### config.mk
export PLATFORM = sky130hd
export DESIGN_NAME = instr_fetch_queue
export DESIGN_NICKNAME = d
export VERILOG_FILES = /design/src/rtl/instr_fetch_queue.sv
export SDC_FILE = /design/constraint.sdc
export NUM_CORES = 1
export LEC_CHECK = 0
export BUFFER_PORTS_ARGS = -buffer_cell sky130_fd_sc_hd__buf_2
export CAP_MARGIN = 20
export CORE_MARGIN = 1
export CORE_UTILIZATION = 61
export CTS_CLUSTER_DIAMETER = 120
export DETAILED_ROUTE_END_ITERATION = 10
export PLACE_DENSITY = 0.84
export SETUP_SLACK_MARGIN = 0.4
export SKIP_LAST_GASP = 1
export SLEW_MARGIN = 20
export SYNTH_ARGS = -nofsm -noshare
export SYNTH_HDL_FRONTEND = slang
export SYNTH_SLANG_ARGS = --single-unit
### constraint.sdc
create_clock -name clk -period 29.1 [get_ports clk]
set_input_delay 8.73 -clock clk [delete_from_list [all_inputs] [get_ports clk]]
set_output_delay 8.73 -clock clk [all_outputs]
set_load 0.02 [all_outputs]
### src/rtl/instr_fetch_queue.sv
// Instruction fetch queue: issues 1-cycle-latency imem reads for accepted PCs and
// buffers instruction/PC pairs for decode, with flush support for redirects.
module instr_fetch_queue #(
  parameter int DEPTH = 4,
  parameter int AW    = 32,
  parameter int DW    = 32
) (
  input  logic                     clk,
  input  logic                     reset,
  input  logic [AW-1:0]            pc_in,
  input  logic                     pc_valid,
  output logic                     pc_ready,
  output logic                     imem_en,
  output logic [AW-1:0]            imem_addr,
  input  logic [DW-1:0]            imem_rdata,
  input  logic                     flush,
  output logic                     instr_valid,
  input  logic                     instr_ready,
  output logic [DW-1:0]            instr_data,
  output logic [AW-1:0]            instr_pc,
  output logic [$clog2(DEPTH):0]   occupancy
);

  localparam int PW = $clog2(DEPTH);
  localparam int CW = PW + 1;

  logic [DW-1:0] data_q [DEPTH];
  logic [AW-1:0] pc_q   [DEPTH];
  logic [PW-1:0] wr_ptr, rd_ptr;
  logic [CW-1:0] count;
  logic          inflight, discard;
  logic [AW-1:0] inflight_pc;

  logic [CW:0]   reserved;
  logic          accept, push, pop;

  // The in-flight read already owns a slot, so pushes can never overflow.
  assign reserved    = {1'b0, count} + {{CW{1'b0}}, inflight};
  assign pc_ready    = !flush && (reserved < (CW+1)'(DEPTH));
  assign accept      = pc_valid && pc_ready;
  assign imem_en     = accept;
  assign imem_addr   = pc_in;
  assign instr_valid = (count != '0);
  assign push        = inflight && !discard && !flush;
  assign pop         = instr_valid && instr_ready && !flush;
  assign instr_data  = data_q[rd_ptr];
  assign instr_pc    = pc_q[rd_ptr];
  assign occupancy   = count;

  always_ff @(posedge clk or posedge reset) begin
    if (reset) begin
      wr_ptr      <= '0;
      rd_ptr      <= '0;
      count       <= '0;
      inflight    <= 1'b0;
      inflight_pc <= '0;
      discard     <= 1'b0;
      for (int unsigned i = 0; i < DEPTH; i++) begin
        data_q[i] <= '0;
        pc_q[i]   <= '0;
      end
    end else if (flush) begin
      count    <= '0;
      wr_ptr   <= rd_ptr;
      discard  <= inflight;
      inflight <= 1'b0;
    end else begin
      inflight <= accept;
      discard  <= 1'b0;
      if (accept)
        inflight_pc <= pc_in;
      if (push) begin
        data_q[wr_ptr] <= imem_rdata;
        pc_q[wr_ptr]   <= inflight_pc;
        wr_ptr         <= wr_ptr + 1'b1;
      end
      if (pop)
        rd_ptr <= rd_ptr + 1'b1;
      if (push && !pop)
        count <= count + 1'b1;
      else if (pop && !push)
        count <= count - 1'b1;
    end
  end

endmodule

# Yosys cells after proc, flatten, opt, wreduce, memory -nomap -nowiden
# Index checks and enable logic that the tools add are counted.
[word_totals]
reg_bits = 297
inputBits = 69
elab_cells = 62
[op_classes]
n_addsub = 5
order_cmp = 4
muxes = 17
bitwise = 3
n_reduce_logical = 19
[ops]
columns = ["cell", "n"]
rows = [
  ["$bwmux W128", 2],
  ["$mux W32", 5],
  ["$bmux W32 S2", 2],
  ["$demux W32 S2", 1],
  ["$logic_and A1 B1 Y1", 9],
  ["$mux W3", 3],
  ["$ge A3 B3 Y1 const B", 2],
  ["$not A2 Y3", 2],
  ["$reduce_and A2 Y1", 3],
  ["$reduce_bool A3 Y1", 2],
  ["$add A2 B1 Y2 const B", 2],
  ["$add A3 B1 Y4", 1],
  ["$logic_not A1 Y1", 4],
  ["$lt A4 B3 Y1 const B", 1],
  ["$mux W2", 2],
  ["$add A3 B1 Y3 const B", 1],
  ["$lt A3 B1 Y1 const B", 1],
  ["$sub A3 B1 Y3 const B", 1],
  ["$mux W1", 2],
  ["$reduce_bool A2 Y1", 1],
  ["$not A1 Y1", 1],
]

# Logic depth before layout (Yosys ltp)
[depth]
ltp_word = 8
ltp_mapped = 8

# Worst setup path before layout
# Ideal clock, no wire load.
[synth_timing]
path_kind = "input to output"
startpoint = "input port flush"
endpoint = "output port imem_en"
arrival_time_ps = 10222
t_required_ps = 20370
slack_ps = 10148
path_stages = 5
cell_sequence = "clkbuf_1 -> a311oi_1 -> nand2_1 -> buf_2 -> inv_1"
[synth_via]
elab_chain_cells = 3
[synth_rtl]
columns = ["item", "line_no", "source"]
rows = [
  ["from (decl)", "16", "input logic flush,"],
  ["$logic_not A1 Y1", "39", "assign pc_ready = !flush && (reserved < (CW+1)'(DEPTH));"],
  ["$logic_and A1 B1 Y1", "39", ""],
  ["via pc_ready", "12", "output logic pc_ready,"],
  ["$logic_and A1 B1 Y1", "40", "assign accept = pc_valid && pc_ready;"],
  ["to (decl)", "13", "output logic imem_en,"],
]
# The timed path passes the listed nets, and every way through them passes these cells.

# Worst setup path after layout
[layout_timing]
startpoint = "input port flush"
endpoint = "output port imem_en"
[layout_via]
elab_chain_cells = 3
[layout_rtl]
columns = ["item", "line_no"]
rows = [
  ["$logic_not A1 Y1", "39"],
  ["$logic_and A1 B1 Y1", "39"],
  ["$logic_and A1 B1 Y1", "40"],
]
# No other way between the ends.

==> impl_metrics.toml <==
[status]
status = "completed"

[setup_path]
cp.arrival_ps = 9480
cp_max_fo = 12
rr_startpoint = "discard$_DFF_PP0_"
worst_setup_path_end_kind = "output port"
cp-start-kind = "input pin"
worst_r2r_path_depth = 5
regToRegSetupSlack_ps = 26300
r2r_end = "pc_q[64]$_DFFE_PP0P_"
path_class = "input pin to output port"
crit_required_ps = 20370

[drt]
wire_per_inst_um = 20.14
wl_met1_um = 10840
drtPass1Iterations = 4
routed-wl-met2_um = 12010
drc = 0
wl_um = 24200
top_layer_used = "met4"
via_per_inst = 5.798
dr_total_vias = 6969
drt_iter0_drc = 340
postRouteAntennaNets = 0
wl_met3_um = 984

[sta]
slew_violations = 0
fin_hold_ws_ps = 502.3
max_freq_mhz = 54.92
setup_tns_ps = 0
maxSlewHeadroom_pct = 33.58
worst_slew_pin_slew_ps = 996.2
finalClockSkew_ps = 14.71
rsz0062_at_grt = "false"
setup_violations = 0
post-route-period-util_pct = 62.57
timing.final.crit_period_ps = 18210
hold_violations = 0

[cells_and_area]
n_antenna_cell = 0
nNetsFinal = 983
final_common_cell = "dfrtp_1"
layout_common_cells = "295 x dfrtp_1, 288 x mux2_2, 170 x buf_2, 64 x mux4_2, 31 x clkbuf_16"
final_cell_count_no_fill = 1202
drive_gt1_share_pct = 62.77
syn2layout_area_growth_pct = 14.04
fillers = 1315

[die]
dieArea_mm2 = 0.02176
die_y_um = 147.5
die_w_um = 147.5
start_util_pct = 63.03
fp-row-count = 52
io_pins = 171
core_area_mm2 = 0.02049

[placed_design]
post-dp-hpwl_um = 14490
io_buffers = 170
dpl.cell_count = 1147
gp_congestion = 0.7275

[logic_synthesis]
synth_warnings = 0
synthCells = 779
yosys_register_bits = 297
syn-num-nets = 853
syn_avg_cell_area_um2 = 16.58
ys_types = 29
netlist_area_mm2 = 0.01292
ys_seq_area_share_pct = 57.54

[grt]
grt_pass1_vias = 7567
grt_usage_pct = 23.63
grt_pass1_wl_um = 40340
overflow = 0
grt_max_degree = 146
antenna_found_initial = 0

[clock_tree]
cts_tree = "done"
cts_buffers = 30
cts_resized = 0
postCtsHoldBufs = 0
cts_setup_buffers = 0
cts_root_buffer = "clkbuf_16"
cts.clk_slew.worst_paths_ps = 50
clock-sinks = 297
cts.htree.levels = 1
clock_latency_ps = 550
clockBufferDepth = 3

[hold_path]
hold_end = "pc_q[23]$_DFFE_PP0P_"
hold_depth = 1
min-delay-start = "pc_q[23]$_DFFE_PP0P_"
min_path_type = "register to register"

[power]
p_per_area_mw_per_mm2 = 117.8
peakVddDrop_uv = 58.53
total_leakage_power_uw = 0.006743

[flow_run]
max_cap_viol_count = 0
-- worst max path at each step --
stage,startpoint,end,slack [ps],cells after the start
floorplan,flush,imem_en,10150,5
global placement,flush,imem_en,10900,5
detailed placement,flush,imem_en,10890,5
CTS,flush,imem_en,10880,5
global route,flush,imem_en,10780,5
finish,flush,imem_en,10890,5
-- metrics by stage --
| stage | util (%) | setup WS, ps | total power [uW] | cell area [um^2] |
|---|---|---|---|---|
| after floorplan | - | 10150 | 1178 | 12920 |
| after global placement | 66.95 | 10900 | 1333 | 13720 |
| after detailed placement | 66.95 | 10890 | 1358 | 13720 |
| after CTS | 71.88 | 10880 | 1753 | 14730 |
| after global routing | 71.88 | 10780 | 1831 | 14730 |
| final | 71.88 | 10890 | 1735 | 14730 |
-- sequential cells by signal, indices dropped and copies added, names as in the netlist --
register / count
inflight: 1
discard: 1
occupancy: 3
wr_ptr: 2
inflight_pc: 32
data_q: 128
pc_q: 128
rd_ptr: 2
-- cell families after synthesis --
family / share of synthesized area, %
adder cells (fa/ha/maj): 0.5424
AO/OA/AOI/OAI: 0.3584
buffers and inverters: 3.845
flip-flops: 57.54
AND/OR/NAND/NOR: 0.9783
XOR/XNOR: 0.4746
multiplexers: 36.26
-- per-layer routing --
| metal | global-route usage, % | vias up |
|---|---|---|
| met5 | 0 | - |
| met4 | 4.794 | 0 |
| li1 | - | 3081 |
| met1 | 33.50 | 3709 |
| met2 | 38.94 | 148 |
| met3 | 4.228 | 31 |
-- synthesized netlist by cell type --
library cell  number  area [um^2]
buf_2             37        185.2
nand2_1            4        15.01
a21oi_1            1        5.000
nand3_1            2        10.01
o31ai_1            1        7.510
or4_1              1        7.510
and2_1             5        31.28
dfrtp_1          297         7432
xnor2_1            6        52.55
ha_1               4        50.05
fa_1               1        20.02
nor2b_1            1        6.260
buf_4             32        240.2
or3_1              2        12.51
mux2_2           288         3243
a311oi_1           1        8.760
a2bb2oi_1          1        8.760
xor2_1             1        8.760
nand2b_1           1        6.260
and3b_1            1        8.760
nand4b_1           1        8.760
o21ai_0            2        10.01
nor2_1             4        15.01
nor3_1             1        5.000
clkbuf_1          11        41.29
mux4_2            64         1441
buf_1              1        3.750
inv_1              7        26.28
a31oi_1            1        6.260
-- report_power, final --
group | internal [uW] | switching, uW | total (uW)
registers | 597 | 115 | 713
logic | 341 | 293 | 634
clock network | 232 | 157 | 389
total | 1170 | 564 | 1740
-- area by class of cell --
class	instances	area (um^2)	share of cell area (%)
clock buffer	43	860.8	5.843
clock inverter	12	150.1	1.019
tap	270	337.8	2.293
timing repair buffer	179	918.4	6.234
multi-input combinational	394	4994	33.90
inverter	7	33.78	0.2293
sequential	297	7437	50.48
-- critical path, cell delays in order --
cell and delay [ps]:
buf_2 160, a311oi_1 260, nand2_1 110, inv_1 60, buf_2 150
No activity file was read; power rests on OpenSTA's default activity.
